[src/rtl/adpcm_stream_ctrl.sv]
// adpcm_stream_ctrl: sequencer for the CIC+ADPCM compressor datapath.
// Generates the decimation clock (slow_clk) and block enable, and runs an
// IDLE/WARMUP/RUN/DRAIN session. Samples produced while the CIC settles are
// discarded, then 4-bit codes are packed two per byte into a first-word
// fall-through FIFO feeding a valid/ready byte stream.
// Ports:
//   clk, rst_n            system clock, async active-low reset
//   start, stop, div      session control pulses, slow_clk half-period - 1
//   slow_clk, block_enable compressor clock and enable
//   enc_valid, enc_pcm    compressor sample strobe (level) and 4-bit code
//   byte_data/valid/ready downstream byte stream
//   busy, overflow        not-idle status, sticky byte-drop flag
module adpcm_stream_ctrl #(
  parameter int DIV_W      = 8,
  parameter int WARMUP     = 16,
  parameter int FIFO_DEPTH = 4
) (
  input  logic             clk,
  input  logic             rst_n,
  input  logic             start,
  input  logic             stop,
  input  logic [DIV_W-1:0] div,
  output logic             slow_clk,
  output logic             block_enable,
  input  logic             enc_valid,
  input  logic [3:0]       enc_pcm,
  output logic [7:0]       byte_data,
  output logic             byte_valid,
  input  logic             byte_ready,
  output logic             busy,
  output logic             overflow
);
  localparam int AW = (FIFO_DEPTH > 1) ? $clog2(FIFO_DEPTH) : 1;
  localparam int CW = AW + 1;
  localparam int WW = $clog2(WARMUP + 1);

  typedef enum logic [1:0] {S_IDLE, S_WARMUP, S_RUN, S_DRAIN} state_e;

  state_e                         state_q, state_d;
  logic [DIV_W-1:0]               div_lat_q, div_lat_d;
  logic [DIV_W-1:0]               cnt_q, cnt_d;
  logic                           slow_q, slow_d;
  logic                           ben_q, ben_d;
  logic                           busy_q, busy_d;
  logic                           ovf_q, ovf_d;
  logic                           enc_valid_q, enc_valid_d;
  logic [WW-1:0]                  disc_q, disc_d;
  logic [3:0]                     hold_q, hold_d;
  logic                           hold_vld_q, hold_vld_d;
  logic [FIFO_DEPTH-1:0][7:0]     mem_q, mem_d;
  logic [AW-1:0]                  wr_ptr_q, wr_ptr_d, rd_ptr_q, rd_ptr_d;
  logic [CW-1:0]                  count_q, count_d;

  logic       sample, pop, push, accept, run_div;
  logic [7:0] push_byte;

  always_comb begin
    state_d     = state_q;
    div_lat_d   = div_lat_q;
    cnt_d       = cnt_q;
    slow_d      = slow_q;
    ovf_d       = ovf_q;
    disc_d      = disc_q;
    hold_d      = hold_q;
    hold_vld_d  = hold_vld_q;
    mem_d       = mem_q;
    wr_ptr_d    = wr_ptr_q;
    rd_ptr_d    = rd_ptr_q;
    count_d     = count_q;
    enc_valid_d = enc_valid;
    push        = 1'b0;
    push_byte   = 8'h00;
    accept      = 1'b0;

    // One sample per rising edge of the level-valid from the encoder.
    sample = enc_valid & ~enc_valid_q;
    pop    = (count_q != '0) & byte_ready;

    unique case (state_q)
      S_IDLE: begin
        if (start) begin
          state_d    = S_WARMUP;
          div_lat_d  = div;
          ovf_d      = 1'b0;
          disc_d     = '0;
          hold_vld_d = 1'b0;
        end
      end
      S_WARMUP: begin
        if (stop) begin
          state_d = S_IDLE;
        end else if (sample) begin
          disc_d = disc_q + WW'(1);
          if (disc_q == WW'(WARMUP - 1)) state_d = S_RUN;
        end
      end
      S_RUN: begin
        if (sample) begin
          if (hold_vld_q) begin
            push       = 1'b1;
            push_byte  = {enc_pcm, hold_q};
            hold_vld_d = 1'b0;
          end else begin
            hold_d     = enc_pcm;
            hold_vld_d = 1'b1;
          end
        end
        if (stop) state_d = S_DRAIN;
      end
      default: begin // S_DRAIN
        // A half-filled holder is flushed once as a zero-padded byte.
        if (hold_vld_q) begin
          push       = 1'b1;
          push_byte  = {4'h0, hold_q};
          hold_vld_d = 1'b0;
        end else if (count_q == '0) begin
          state_d = S_IDLE;
        end
      end
    endcase

    // FIFO: a pop in the same cycle frees the slot for a push into a full FIFO.
    if (pop) rd_ptr_d = rd_ptr_q + AW'(1);
    if (push) begin
      if ((count_q != CW'(FIFO_DEPTH)) || pop) begin
        accept          = 1'b1;
        mem_d[wr_ptr_q] = push_byte;
        wr_ptr_d        = wr_ptr_q + AW'(1);
      end else begin
        ovf_d      = 1'b1;
        hold_vld_d = 1'b0;
      end
    end
    case ({accept, pop})
      2'b10:   count_d = count_q + CW'(1);
      2'b01:   count_d = count_q - CW'(1);
      default: count_d = count_q;
    endcase

    // Divider only runs while staying in WARMUP/RUN, so the count starts at 0
    // on entry and slow_clk drops to 0 on the edge that leaves those states.
    run_div = ((state_q == S_WARMUP) || (state_q == S_RUN)) &&
              ((state_d == S_WARMUP) || (state_d == S_RUN));
    if (run_div) begin
      if (cnt_q == div_lat_q) begin
        cnt_d  = '0;
        slow_d = ~slow_q;
      end else begin
        cnt_d = cnt_q + DIV_W'(1);
      end
    end else begin
      cnt_d  = '0;
      slow_d = 1'b0;
    end

    ben_d  = (state_d == S_WARMUP) || (state_d == S_RUN);
    busy_d = (state_d != S_IDLE);
  end

  always_ff @(posedge clk or negedge rst_n) begin
    if (!rst_n) begin
      state_q     <= S_IDLE;
      div_lat_q   <= '0;
      cnt_q       <= '0;
      slow_q      <= 1'b0;
      ben_q       <= 1'b0;
      busy_q      <= 1'b0;
      ovf_q       <= 1'b0;
      enc_valid_q <= 1'b0;
      disc_q      <= '0;
      hold_q      <= '0;
      hold_vld_q  <= 1'b0;
      mem_q       <= '0;
      wr_ptr_q    <= '0;
      rd_ptr_q    <= '0;
      count_q     <= '0;
    end else begin
      state_q     <= state_d;
      div_lat_q   <= div_lat_d;
      cnt_q       <= cnt_d;
      slow_q      <= slow_d;
      ben_q       <= ben_d;
      busy_q      <= busy_d;
      ovf_q       <= ovf_d;
      enc_valid_q <= enc_valid_d;
      disc_q      <= disc_d;
      hold_q      <= hold_d;
      hold_vld_q  <= hold_vld_d;
      mem_q       <= mem_d;
      wr_ptr_q    <= wr_ptr_d;
      rd_ptr_q    <= rd_ptr_d;
      count_q     <= count_d;
    end
  end

  assign slow_clk     = slow_q;
  assign block_enable = ben_q;
  assign busy         = busy_q;
  assign overflow     = ovf_q;
  assign byte_valid   = (count_q != '0);
  assign byte_data    = byte_valid ? mem_q[rd_ptr_q] : 8'h00;
endmodule
[config.mk]
export PLATFORM = sky130hd
export DESIGN_NAME = adpcm_stream_ctrl
export DESIGN_NICKNAME = d
export VERILOG_FILES = /design/src/rtl/adpcm_stream_ctrl.sv
export SDC_FILE = /design/constraint.sdc
export NUM_CORES = 1
export LEC_CHECK = 0
export BUFFER_PORTS_ARGS = -buffer_cell sky130_fd_sc_hd__buf_2
export CORE_MARGIN = 8
export CORE_UTILIZATION = 47
export DETAILED_ROUTE_END_ITERATION = 8
export PLACE_DENSITY = 0.74
export REMOVE_ABC_BUFFERS = 1
export SLEW_MARGIN = 20
export SYNTH_ARGS = -nofsm -noshare
export SYNTH_HDL_FRONTEND = slang
export SYNTH_SLANG_ARGS = --single-unit
export TNS_END_PERCENT = 10
[constraint.sdc]
create_clock -name clk -period 4.8 [get_ports clk]
set_input_delay 0.72 -clock clk [delete_from_list [all_inputs] [get_ports clk]]
set_output_delay 0.72 -clock clk [all_outputs]
set_load 0.01 [all_outputs]
Word-level counts from Yosys, hierarchy flattened
Cells that the tools add are included.

cells by class
  $add $sub $neg = 6
  $mul = 0
  divide/modulo/power cells = 0
  magnitude comparators = 3
  eq/ne operators = 13
  shift operators = 0
  mux-type cells = 42
  bitwise gates (word level) = 5
  reduce and logical (&&, ||, !) cells = 16

operators by type and width
  operator                                                    count
  2-to-1 mux 8 bit                                            7
  bitwise mux 32 bit                                          1
  binary-select mux 8 bit (select 2 bit)                      1
  demux 8 bit (select 2 bit)                                  1
  one-hot mux 8 bit (2 select lines)                          1
  2-to-1 mux 1 bit                                            15
  2-to-1 mux 5 bit                                            3
  2-to-1 mux 2 bit                                            7
  one-hot mux 5 bit (2 select lines)                          1
  adder 8 x 1 -> 8 bit, second input constant                 1
  equality test 8 bit                                         1
  equality test 2 x 1 -> 1 bit, second input constant         3
  equality test 2 bit, second input constant                  3
  less-than comparator 2 x 3 -> 1 bit, second input constant  2
  != test 2 bit, second input constant                        3
  one-hot mux 2 bit (3 select lines)                          1
  one-hot mux 3 bit (2 select lines)                          1
  nonzero test 2 bit                                          3
  adder 5 x 1 -> 5 bit, second input constant                 1
  equality test 5 x 4 -> 1 bit, second input constant         1
  adder 2 x 1 -> 2 bit, second input constant                 2
  2-to-1 mux 4 bit                                            1
  AND reduction 2 bit                                         2
  AND reduction 4 bit                                         1
  other kinds (16)                                            22

storage, ports and cells
  flip-flop bits (word level) = 72
  latch bits = 0
  memory bits (writable) = 0
  memory bits (read-only) = 0
  bits of input ports = 18
  output and inout port bits = 13
  logic and storage cells = 103
  memories = 0

Depth between registers and ports, before layout
Gate-level depths: netlist of the first run.

  depth after elaboration = 9
  depth in mapped cells = 13
  gate-level depth less buffers = 11

Worst setup path before layout of the first run
OpenSTA, ideal clock, no wires.

  path type = input to register
  start point = input enc_valid
  end point = register count_q[2]
  library setup time = 0.079 ns
  arrival = 2.813 ns
  data required time = 4.721 ns
  path slack = 1.908 ns
  stages on the path = 13
  path buffers = 2
  path through = nor2b_1 -> clkbuf_1 -> ha_1 -> and3b_2 -> buf_2 -> o21a_2 -> inv_1 -> ha_1 -> inv_1 -> fa_1 -> xor2_1 -> nor2_1 -> xor2_1

between the ends
  cells in the longest elaborated chain, start to end = 6
  elaborated cells between the ends (all ways) = 8
  those cells by class = 2 x eq/ne; 4 x mux; 1 x bitwise; 1 x reduce/logical

ends and longest elaborated chain
  item                                                                             RTL line  RTL
  from (decl)                                                                      25        input logic enc_valid,
  AND 1 bit (*)                                                                    76        sample = enc_valid & ~enc_valid_q;
  2-to-1 mux 1 bit (*)                                                             98        if (sample) begin
  one-hot mux 1 bit (2 select lines) (*)                                           79        unique case (state_q)
  2-to-1 mux 1 bit (*)                                                             124       if (push) begin
  equality test 2 x 1 -> 1 bit / equality test 2 bit (equally long branches)       134       case ({accept, pop})
  one-hot mux 3 bit (2 select lines) / nonzero test 2 bit (equally long branches)  --
  to (signal assigned)                                                             192       count_q <= count_d;
  to (decl)                                                                        52        logic [CW-1:0] count_q, count_d;

Mark *: on every way between the ends. The rest lies on a longest branch, timed or not.
A chain may end at the register's enable or synchronous reset.

Worst setup path in the final report of the first run
  start point = register rd_ptr_q[0]
  end point = output byte_data[0]

between the ends
  cells in the longest elaborated chain, start to end = 3

ends and longest elaborated chain
  item                                    RTL line  RTL
  from (decl)                             51        logic [AW-1:0] wr_ptr_q, wr_ptr_d, rd_ptr_q, rd_ptr_d;
  from (signal assigned)                  191       rd_ptr_q <= rd_ptr_d;
  binary-select mux 8 bit (select 2 bit)  201       assign byte_data = byte_valid ? mem_q[rd_ptr_q] : 8'h00;
  2-to-1 mux 8 bit (implied by the code)  201
  2-to-1 mux 8 bit                        201
  to (decl)                               27        output logic [7:0] byte_data,

No other way between the ends. The select of a mux whose other input is x is not followed.

==> results of run 1 <==
==> logic make-up (layout without fill, tap and decap cells) <==
kind of cell	count (synthesis)	in the layout	share of synthesized area
DFF	72	72	0.497
xor gates and xnor gates	22	22	0.0531
buffers and inverters	28	61	0.0410
AOI/OAI and AO/OA	43	43	0.0866
adders and majority gates	16	16	0.0573
and+or+nand+nor	83	83	0.116
muxes	37	37	0.149
==> flip-flops by register name (all words and copies together), names as in the netlist <==
signal / cells
block_enable: 1
disc_q: 5
busy: 1
rd_ptr_q: 2
hold_q: 4
state_q: 2
div_lat_q: 8
count_q: 3
mem_q: 32
slow_clk: 1
cnt_q: 8
enc_valid_q: 1
hold_vld_q: 1
wr_ptr_q: 2
overflow: 1
==> worst paths after layout <==
check,to,cells after the start
worst max register to register,count_q[1],9
worst max-delay path,byte_data[0],3
worst min register to register,mem_q[20],2
worst min-delay path,mem_q[11],1
min in group clk,mem_q[20],2
max in group asynchronous,div_lat_q[5],2
==> power groups by stage <==
stage | Sequential, mW | Combinational [mW] | Clock (mW)
finish | 0.715 | 0.223 | 0.543
global route | 0.724 | 0.254 | 0.578
CTS | 0.717 | 0.228 | 0.554
detailed placement | 0.728 | 0.227 | 0
global placement | 0.727 | 0.217 | 0
floorplan | 0.719 | 0.160 | 0
==> cell usage in the layout (no fill, tap or decap), types with 9 or more instances in the layout <==
cell type,count
dfrtp_1,72
buf_2,30
nand2_1,27
o21ai_0,25
mux2_2,20
ha_1,15
inv_1,14
nor2_1,14
xnor2_1,12
and2_1,10
xor2_1,10
nand3_1,9
mux2_4,9
clkbuf_8,9
==> through the flow <==
step,hold slack (ns),std cells,instance area [sq um]
finish,0.447,436,4040
global route,0.473,436,4040
CTS,0.459,436,4040
detailed placement,0.468,420,3820
global placement,0.457,420,3820
floorplan,0.424,287,3530
==> layout make-up <==
cell class | count | area [sq um]
clock inverter | 7 | 104
inverter | 14 | 52.6
timing repair buffer | 31 | 158
fill | 677 | 3560
tap | 102 | 128
sequential | 72 | 1800
clock buffer | 9 | 124
multi-input combinational | 201 | 1680
==> per-layer routing <==
layer / up-vias / wire length (microns) / GRT usage
li1: 1095 / - / -
met1: 1110 / 3100 / 0.164
met2: 44 / 3180 / 0.217
met3: 10 / 323 / 0.0397
met4: 0 / 101 / 0.0527
met5: - / 0 / 0
==> worst max-delay path, cell delays in order (launching register included) <==
cell and delay [ns]:
dfrtp_1 0.73, mux4_2 0.59, and2_1 0.18, buf_2 0.13
==> results_dict.tcl, run 1 <==
set metrics [dict create \
    outcome "completed" \
    cts.repair.resized 0 \
    startpoint "rd_ptr_q[0]" \
    syn_inst 301 \
    utilization 0.532 \
    critical_path_arrival_ns 1.98 \
    grt_start_max_net_pins 38 \
    io_buffers 30 \
    antenna-diode-count 0 \
    area_growth_pct 11.5 \
    p_int_mw 1.07 \
    avgSynthCellArea_sq_um 12.1 \
    start_kind "flip-flop" \
    hold_viol_final 0 \
    gr-usage-all-layers 0.134 \
    power_frac_clock 0.367 \
    endpoint_kind "output pin" \
    finalNetCount 363 \
    total_power_mw 1.48 \
    path_class "reg -> out" \
    synth_top_area_cell "dfrtp_1" \
    die-area_sq_um 10800 \
    max_freq_ghz 0.371 \
    synth_area_leaders "dfrtp_1 (50%), mux2_2 (6.2%), ha_1 (5.2%), mux4_2 (5.0%), mux2_4 (3.7%)" \
    power_frac_comb 0.151 \
    synth_cell_types 41 \
    grt_pass1_vias 2396 \
    max_cap_viol_count 0 \
    slew_violations 0 \
    postCtsHoldBufs 0 \
    ys_top_cells_by_count "dfrtp_1 (72), nand2_1 (27), o21ai_0 (25)" \
    fin_worst_skew_ns 0.0113 \
    initial_core_util 0.477 \
    power_density_nw_per_um2 366 \
    grt_setup_unrepaired "false" \
    min_path_type "in -> async" \
    yosysTopAreaCellShare 0.497 \
    via_count 2259 \
    clockRootBuffer "clkbuf_8" \
    fin_crit_sh 0.562 \
    cts_buffer_depth 2 \
    hpwl_microns 4820 \
    synth_edf_count 0 \
    fp-row-count 32 \
    setup_tns_ns 0 \
    crit_fanout 10 \
    cts_tree "yes" \
    peakVddDrop_uv 297 \
    clkLatencyLatePin_ns 0.35 \
    vias_per_cell 5.18 \
    dp_slack_ns 1.75 \
    yosysMostFrequentCell "dfrtp_1" \
    syn-cell-area_sq_um 3630 \
    ioPinCount 31 \
    fp.dieH_microns 104 \
    antenna_found_initial 0 \
    path_clk_slew_ns 0.09 \
    finalWirelength_microns 6700 \
    p_sw_uw 408 \
    leakage_nw 1.90 \
    wl_per_cell_microns 15.4 \
    slew_headroom 0.466 \
    netSwitchingFraction 0.275 \
    seqPwrFrac 0.482 \
    setup_viol 0 \
    grt_pass1_wl_microns 11700 \
    gp_congestion 0.753 \
    worstPathRequired_ns 4.08 \
    fin_ws_ns 2.10 \
    drive_above_1_share 0.278 \
    drc_errors 0 \
    firstDrtPassIters 5 \
    grt_overflow 0 \
    reg2reg_slack_ns 2.22 \
    core-area_sq_um 7610 \
    r2r_start "enc_valid_q" \
    cts_buffers 9 \
    ys_warn_count 0 \
    initialDrtViolationCount 90 \
    yosysSeqAreaShare 0.497 \
    h-tree-depth 3 \
    postCtsSetupBuffers 0 \
    synth-seq-cells 72 \
    numClockSinks 72 \
    finalCriticalPeriod_ns 2.70 \
    worst-slew-pin-transition_ns 0.802 \
    synth_flop_cell "dfrtp_1" \
    synthArstFlopShare 1.00 \
    fp.dieW_microns 104 \
    ant_nets 0 \
]
No activity file was read; power rests on OpenSTA's default activity.
==> run 2: changes to the inputs <==
--- a/config.mk
+++ b/config.mk
@@ -5,11 +5,12 @@
 export SDC_FILE = /design/constraint.sdc
 export NUM_CORES = 1
 export LEC_CHECK = 0
+export ABC_AREA = 1
 export BUFFER_PORTS_ARGS = -buffer_cell sky130_fd_sc_hd__buf_2
 export CORE_MARGIN = 8
 export CORE_UTILIZATION = 47
 export DETAILED_ROUTE_END_ITERATION = 8
-export PLACE_DENSITY = 0.74
+export PLACE_DENSITY = 0.77
 export REMOVE_ABC_BUFFERS = 1
 export SLEW_MARGIN = 20
 export SYNTH_ARGS = -nofsm -noshare
==> constraint.sdc (replaced) <==
create_clock -name clk -period 2.3 [get_ports clk]
set_input_delay 0.345 -clock clk [delete_from_list [all_inputs] [get_ports clk]]
set_output_delay 0.345 -clock clk [all_outputs]
set_load 0.01 [all_outputs]
==> run 2 against run 1 <==
Against the previous run:
- global-route usage rose by 1.4 points
- register-to-register slack got worse by 2.0 ns
- power rose to 3.0 times the previous value
- final area rose by 4.8%
- critical endpoint is now count_q[2]
==> results_dict.tcl, run 2 <==
set metrics [dict create \
    path_cells "inv_1 -> ha_1 -> nand3_2 -> o21ai_4 -> nand2_1 -> ha_1 -> inv_1 -> fa_2 -> a21oi_2 -> o21ai_0 -> xor2_1" \
    hold_start "enc_valid" \
    ys_warn_count 0 \
    hpwl_microns 5520 \
    firstDrtPassIters 4 \
    cts_tree "yes" \
    fillerInstances 738 \
    yosysMostFrequentCell "nand2_1" \
    final_cell_mix "nand2_1 (114), dfrtp_1 (71), nor2_1 (52)" \
    max_stage_delay_ns 0.39 \
    syn-cell-area_sq_um 3690 \
    path_class "reg -> reg" \
    area_growth_pct 14.8 \
    critical_path_arrival_ns 2.33 \
    worst-slew-pin-transition_ns 0.586 \
    grt_pass1_wl_microns 13600 \
    slew_violations 0 \
    gp_congestion 0.793 \
    initialDrtViolationCount 117 \
    outcome "completed" \
    drive_above_1_share 0.157 \
    holdPathEnd "enc_valid_q" \
    crit_fanout 6 \
    core-area_sq_um 7690 \
    min_path_type "in -> reg" \
    synth_edf_count 0 \
    largest_reg_flops 32 \
    layout_commonest_cell "nand2_1" \
    fin_worst_skew_ns 0.00721 \
    fp-row-count 32 \
    gr-usage-all-layers 0.148 \
    yosysTopAreaCellShare 0.488 \
    final_cell_area_sq_um 4240 \
    power_density_nw_per_um2 1050 \
    critical-path-top-delay-family "adder cells" \
    yosysSeqAreaShare 0.488 \
    endpoint_kind "flip-flop" \
    largest_register "mem_q" \
    reg2reg_to "count_q[2]" \
    wl_per_cell_microns 13.0 \
    path_clk_slew_ns 0.08 \
    numClockSinks 72 \
    synthArstFlopShare 1.00 \
    slew_headroom 0.609 \
    seq_area_sq_um 1800 \
    vias_per_cell 5.02 \
    whs_path_depth 1 \
    setup_viol 0 \
    clkLatencyLatePin_ns 0.35 \
    r2r_start "state_q[0]" \
    fp.dieH_microns 105 \
    antenna-diode-count 0 \
    ant_nets 0 \
    synth-seq-cells 72 \
    syn_inst 452 \
    leakage_nw 2.09 \
    synth_top_area_cell "dfrtp_1" \
    ys_top_cells_by_count "nand2_1 (116), dfrtp_1 (72), nor2_1 (53)" \
    synth_cell_types 28 \
    ioPinCount 31 \
    fp.dieW_microns 105 \
    hold_viol_final 0 \
    avgSynthCellArea_sq_um 8.17 \
    synth_flop_cell "dfrtp_1" \
    drc_errors 0 \
    cts_buffers 9 \
    finalWirelength_microns 7810 \
    reg2reg_depth 11 \
    path_buf_inv 2 \
    peakVddDrop_uv 524 \
    grt_pass1_vias 3062 \
    start_kind "flip-flop" \
    reg_top3 "mem_q x32, cnt_q x8, div_lat_q x8" \
    fin_hold_ws_ns 0.134 \
    postPlaceCellArea_sq_um 3960 \
    via_count 3008 \
    grt_overflow 0 \
    grt_start_max_net_pins 50 \
    synth_area_leaders "dfrtp_1 (49%), nand2_1 (12%), o21ai_0 (6.6%), nor2_1 (5.4%), inv_1 (5.3%)" \
    h-tree-depth 3 \
    io_buffers 30 \
    antenna_found_initial 0 \
    reg2reg_slack_ns 0.19 \
    clockRootBuffer "clkbuf_8" \
    worstPathRequired_ns 2.52 \
    critPathSlowestCell "dfrtp_2" \
    cts_buffer_depth 2 \
    finalNetCount 527 \
    die-area_sq_um 10900 \
    max_cap_viol_count 0 \
    max_freq_ghz 0.473 \
    fin_crit_sh 0.918 \
    multiInputGateArea_sq_um 1640 \
    finalCriticalPeriod_ns 2.11 \
    initial_core_util 0.480 \
]
==> run 2: cell count changes after synthesis, sizes merged, moves of 4 or more <==
| cell | delta |
|---|---|
| a21oi | +11 |
| and2 | -10 |
| and3 | -8 |
| inv | +40 |
| mux2 | -25 |
| mux4 | -8 |
| nand2 | +89 |
| nand3 | +13 |
| nor2 | +40 |
| nor3 | +4 |
| o211ai | -4 |
| o21ai | +41 |
| xnor2 | -8 |
==> run 2: worst max path at each step <==
| stage | start | to | slack (ns) | cells after the start |
|---|---|---|---|---|
| finish | state_q[0] | count_q[2] | 0.19 | 11 |
| global route | disc_q[1] | cnt_q[0] | -0.008 | 15 |
| CTS | disc_q[0] | cnt_q[4] | 0.02 | 16 |
| detailed placement | disc_q[0] | cnt_q[4] | 0.04 | 16 |
| global placement | disc_q[0] | cnt_q[4] | 0.15 | 16 |
| floorplan | state_q[0] | count_q[2] | 0.18 | 11 |
==> run 2: per-stage QoR <==
step,setup WS (ns),TNS [ns],cells,utilization,power [mW]
6_report,0.188,0,599,0.551,4.45
5_1_grt,-0.00781,-0.00781,599,0.551,4.81
4_1_cts,0.0184,0,596,0.544,4.40
3_3_place_gp,0.146,0,580,0.514,3.20
2_1_floorplan,0.177,0,441,-,2.73
3_5_place_dp,0.0407,0,580,0.514,3.26
==> run 2: final cells by class <==
| cell class | instances | share of cell area |
|---|---|---|
| clock inverter | 3 | 0.0153 |
| timing repair buffer | 41 | 0.0584 |
| multi-input combinational | 315 | 0.386 |
| sequential | 72 | 0.425 |
| inverter | 54 | 0.0478 |
| clock buffer | 12 | 0.0366 |
| tap | 102 | 0.0301 |
==> run 2: layer usage <==
metal	wire [microns]	track usage	share of wire
met1	3430	0.172	0.44
met2	3840	0.256	0.49
met3	428	0.0344	0.055
met4	112	0.0632	0.014
met5	0	0	0
==> run 2: what timing repair did <==
item / in CTS / in global routing
buffers inserted: 0 / 3
hold buffers: 1 / 0
endpoints found under the hold margin: 19 / 0
gates resized for setup: 0 / 13
setup endpoints to repair: 0 / 10
==> run 2: kinds of logic after synthesis <==
logic type | share of synthesized area
buf+inv | 0.0766
flops | 0.488
fa+ha+maj | 0.0563
compound gates | 0.114
mux | 0.0149
xor+xnor | 0.0261
simple gates | 0.224
==> run 2: power breakdown <==
group / total (mW) / leakage [nW] / switching, mW / internal [mW]
Combinational: 1.66 / 1.02 / 1.02 / 0.641
Clock: 1.12 / 0.112 / 0.459 / 0.663
Sequential: 1.67 / 0.959 / 0.181 / 1.49
==> run 3: changes to the inputs <==
--- a/config.mk
+++ b/config.mk
@@ -7,10 +7,12 @@
 export LEC_CHECK = 0
 export ABC_AREA = 1
 export BUFFER_PORTS_ARGS = -buffer_cell sky130_fd_sc_hd__buf_2
+export CELL_PAD_IN_SITES_DETAIL_PLACEMENT = 0
+export CELL_PAD_IN_SITES_GLOBAL_PLACEMENT = 2
 export CORE_MARGIN = 8
-export CORE_UTILIZATION = 47
+export CORE_UTILIZATION = 32
 export DETAILED_ROUTE_END_ITERATION = 8
-export PLACE_DENSITY = 0.77
+export PLACE_DENSITY = 0.84
 export REMOVE_ABC_BUFFERS = 1
 export SLEW_MARGIN = 20
 export SYNTH_ARGS = -nofsm -noshare
==> run 3 against run 2 <==
Against the previous run:
- cell count grew 6.7%
- first-iteration DRC count up 54%
- clock power increased by 32%
- utilization is 16 points lower
- via count fell by 0.73%
- critical endpoint is now cnt_q[3]
==> results_dict.tcl, run 3 (synthesized netlist as in run 2, its figures left out) <==
set metrics [dict create \
    fp-row-count 39 \
    reg_top3 "mem_q x32, cnt_q x8, div_lat_q x8" \
    cts_buffer_depth 2 \
    total_power_mw 4.82 \
    dp_cells 624 \
    max_freq_ghz 0.472 \
    area_growth_pct 18.6 \
    start_kind "flip-flop" \
    path_cells "ha_2 -> nand2_1 -> nor2_1 -> ha_1 -> inv_1 -> o21ai_0 -> nand2_1 -> nand3_1 -> nand2_1 -> nand2_1 -> inv_1 -> ha_4 -> nand2_2 -> inv_2 -> nand2_4 -> nor2_1" \
    grt_start_max_net_pins 73 \
    setup_viol 0 \
    gr-usage-all-layers 0.124 \
    finalCriticalPeriod_ns 2.12 \
    power_frac_clock 0.307 \
    fillerInstances 1201 \
    leakage_nw 2.12 \
    grt_pass1_vias 2994 \
    outcome "completed" \
    ant_nets 0 \
    p_int_mw 3.06 \
    slew_violations 0 \
    fin_crit_sh 0.922 \
    ioPinCount 31 \
    worstPathRequired_ns 2.57 \
    final_cell_mix "nand2_1 (114), dfrtp_1 (71), inv_1 (51)" \
    layout_commonest_cell "nand2_1" \
    hpwl_microns 5860 \
    clockRootBuffer "clkbuf_16" \
    r2r_start "disc_q[0]" \
    fin_hold_ws_ns 0.00808 \
    firstDrtPassIters 4 \
    numClockSinks 72 \
    peakVddDrop_uv 416 \
    largest_reg_flops 32 \
    initial_core_util 0.326 \
    fin_ws_ns 0.180 \
    power_frac_comb 0.350 \
    seqPwrFrac 0.343 \
    startpoint "disc_q[0]" \
    antenna-diode-count 0 \
    dp_slack_ns 0.0734 \
    crit_fanout 7 \
    netSwitchingFraction 0.366 \
    finalNetCount 526 \
    critical_path_arrival_ns 2.39 \
    gp_congestion 0.775 \
    clkLatencyLatePin_ns 0.34 \
    critPathSlowestCell "dfrtp_1" \
    final_cell_area_sq_um 4380 \
    initialDrtViolationCount 180 \
    h-tree-depth 3 \
    fin_worst_skew_ns 0.00587 \
    setup_tns_ns 0 \
    worst-slew-pin-transition_ns 0.628 \
    largest_register "mem_q" \
    max_stage_delay_ns 0.41 \
    die-area_sq_um 15200 \
    max_cap_viol_count 0 \
    cts.repair.resized 0 \
    path_buf_inv 3 \
    power_density_nw_per_um2 1100 \
    drive_above_1_share 0.161 \
    vias_per_cell 4.67 \
    stdcell_count 639 \
    min_path_type "in -> async" \
    grt_pass1_wl_microns 14600 \
    utilization 0.387 \
    crit_top_cell "nand2_1" \
    p_sw_mw 1.77 \
    wl_per_cell_microns 13.4 \
    cts_buffers 9 \
    path_clk_slew_ns 0.06 \
    cts_tree "yes" \
    postCtsHoldBufs 0 \
    hold_viol_final 0 \
    io_buffers 30 \
    postCtsSetupBuffers 0 \
    via_count 2986 \
    fp.dieH_microns 123 \
    grt_overflow 0 \
    fp.dieW_microns 123 \
    path_class "reg -> reg" \
    finalWirelength_microns 8580 \
    core-area_sq_um 11300 \
    endpoint_kind "flip-flop" \
    critical-path-top-delay-family "simple AND/OR/NAND/NOR gates" \
    antenna_found_initial 0 \
    slew_headroom 0.577 \
    postPlaceCellArea_sq_um 4030 \
    drc_errors 0 \
]
## run 3: cell count changes in the layout (fill, tap and decap cells not counted), moves of 2 or more
cell and delta:
clkinvlp_4 +2, clkbuf_16 +9, nor2_2 +3, clkbuf_8 -11
nor2_1 -3
## run 3: power by group through the flow
stage	combinational (mW)	sequential, mW	clock (mW)
after floorplan	1.04	1.69	0
after global placement	1.61	1.67	0
after detailed placement	1.64	1.67	0
after CTS	1.65	1.66	1.53
after global routing	1.96	1.69	1.57
final	1.69	1.66	1.48
## run 3: final cells by class
cell class	count	area, sq um	share of cell area
repair buffers	40	238	0.0543
well taps	143	179	0.0409
flip-flops and latches	72	1800	0.412
clock inverters	6	85.1	0.0194
multi-input cells	315	1650	0.376
clock buffers	9	225	0.0514
inverters	54	203	0.0463
## run 3: final timing paths
path	to	cells past startpoint	slack, ns
setup / recovery	cnt_q[3]	16	0.18
hold / removal	mem_q[28]	2	0.008
setup reg to reg	cnt_q[3]	16	0.18
hold reg to reg	mem_q[25]	2	0.48
max in group asynchronous	state_q[0]	2	1.91
min in group clk	enc_valid_q	1	0.14
## run 3: metal layers
metal  global-route usage  share of wire
met5                    0              0
met3               0.0342          0.040
met4               0.0564          0.020
met1                0.150           0.46
met2                0.202           0.48
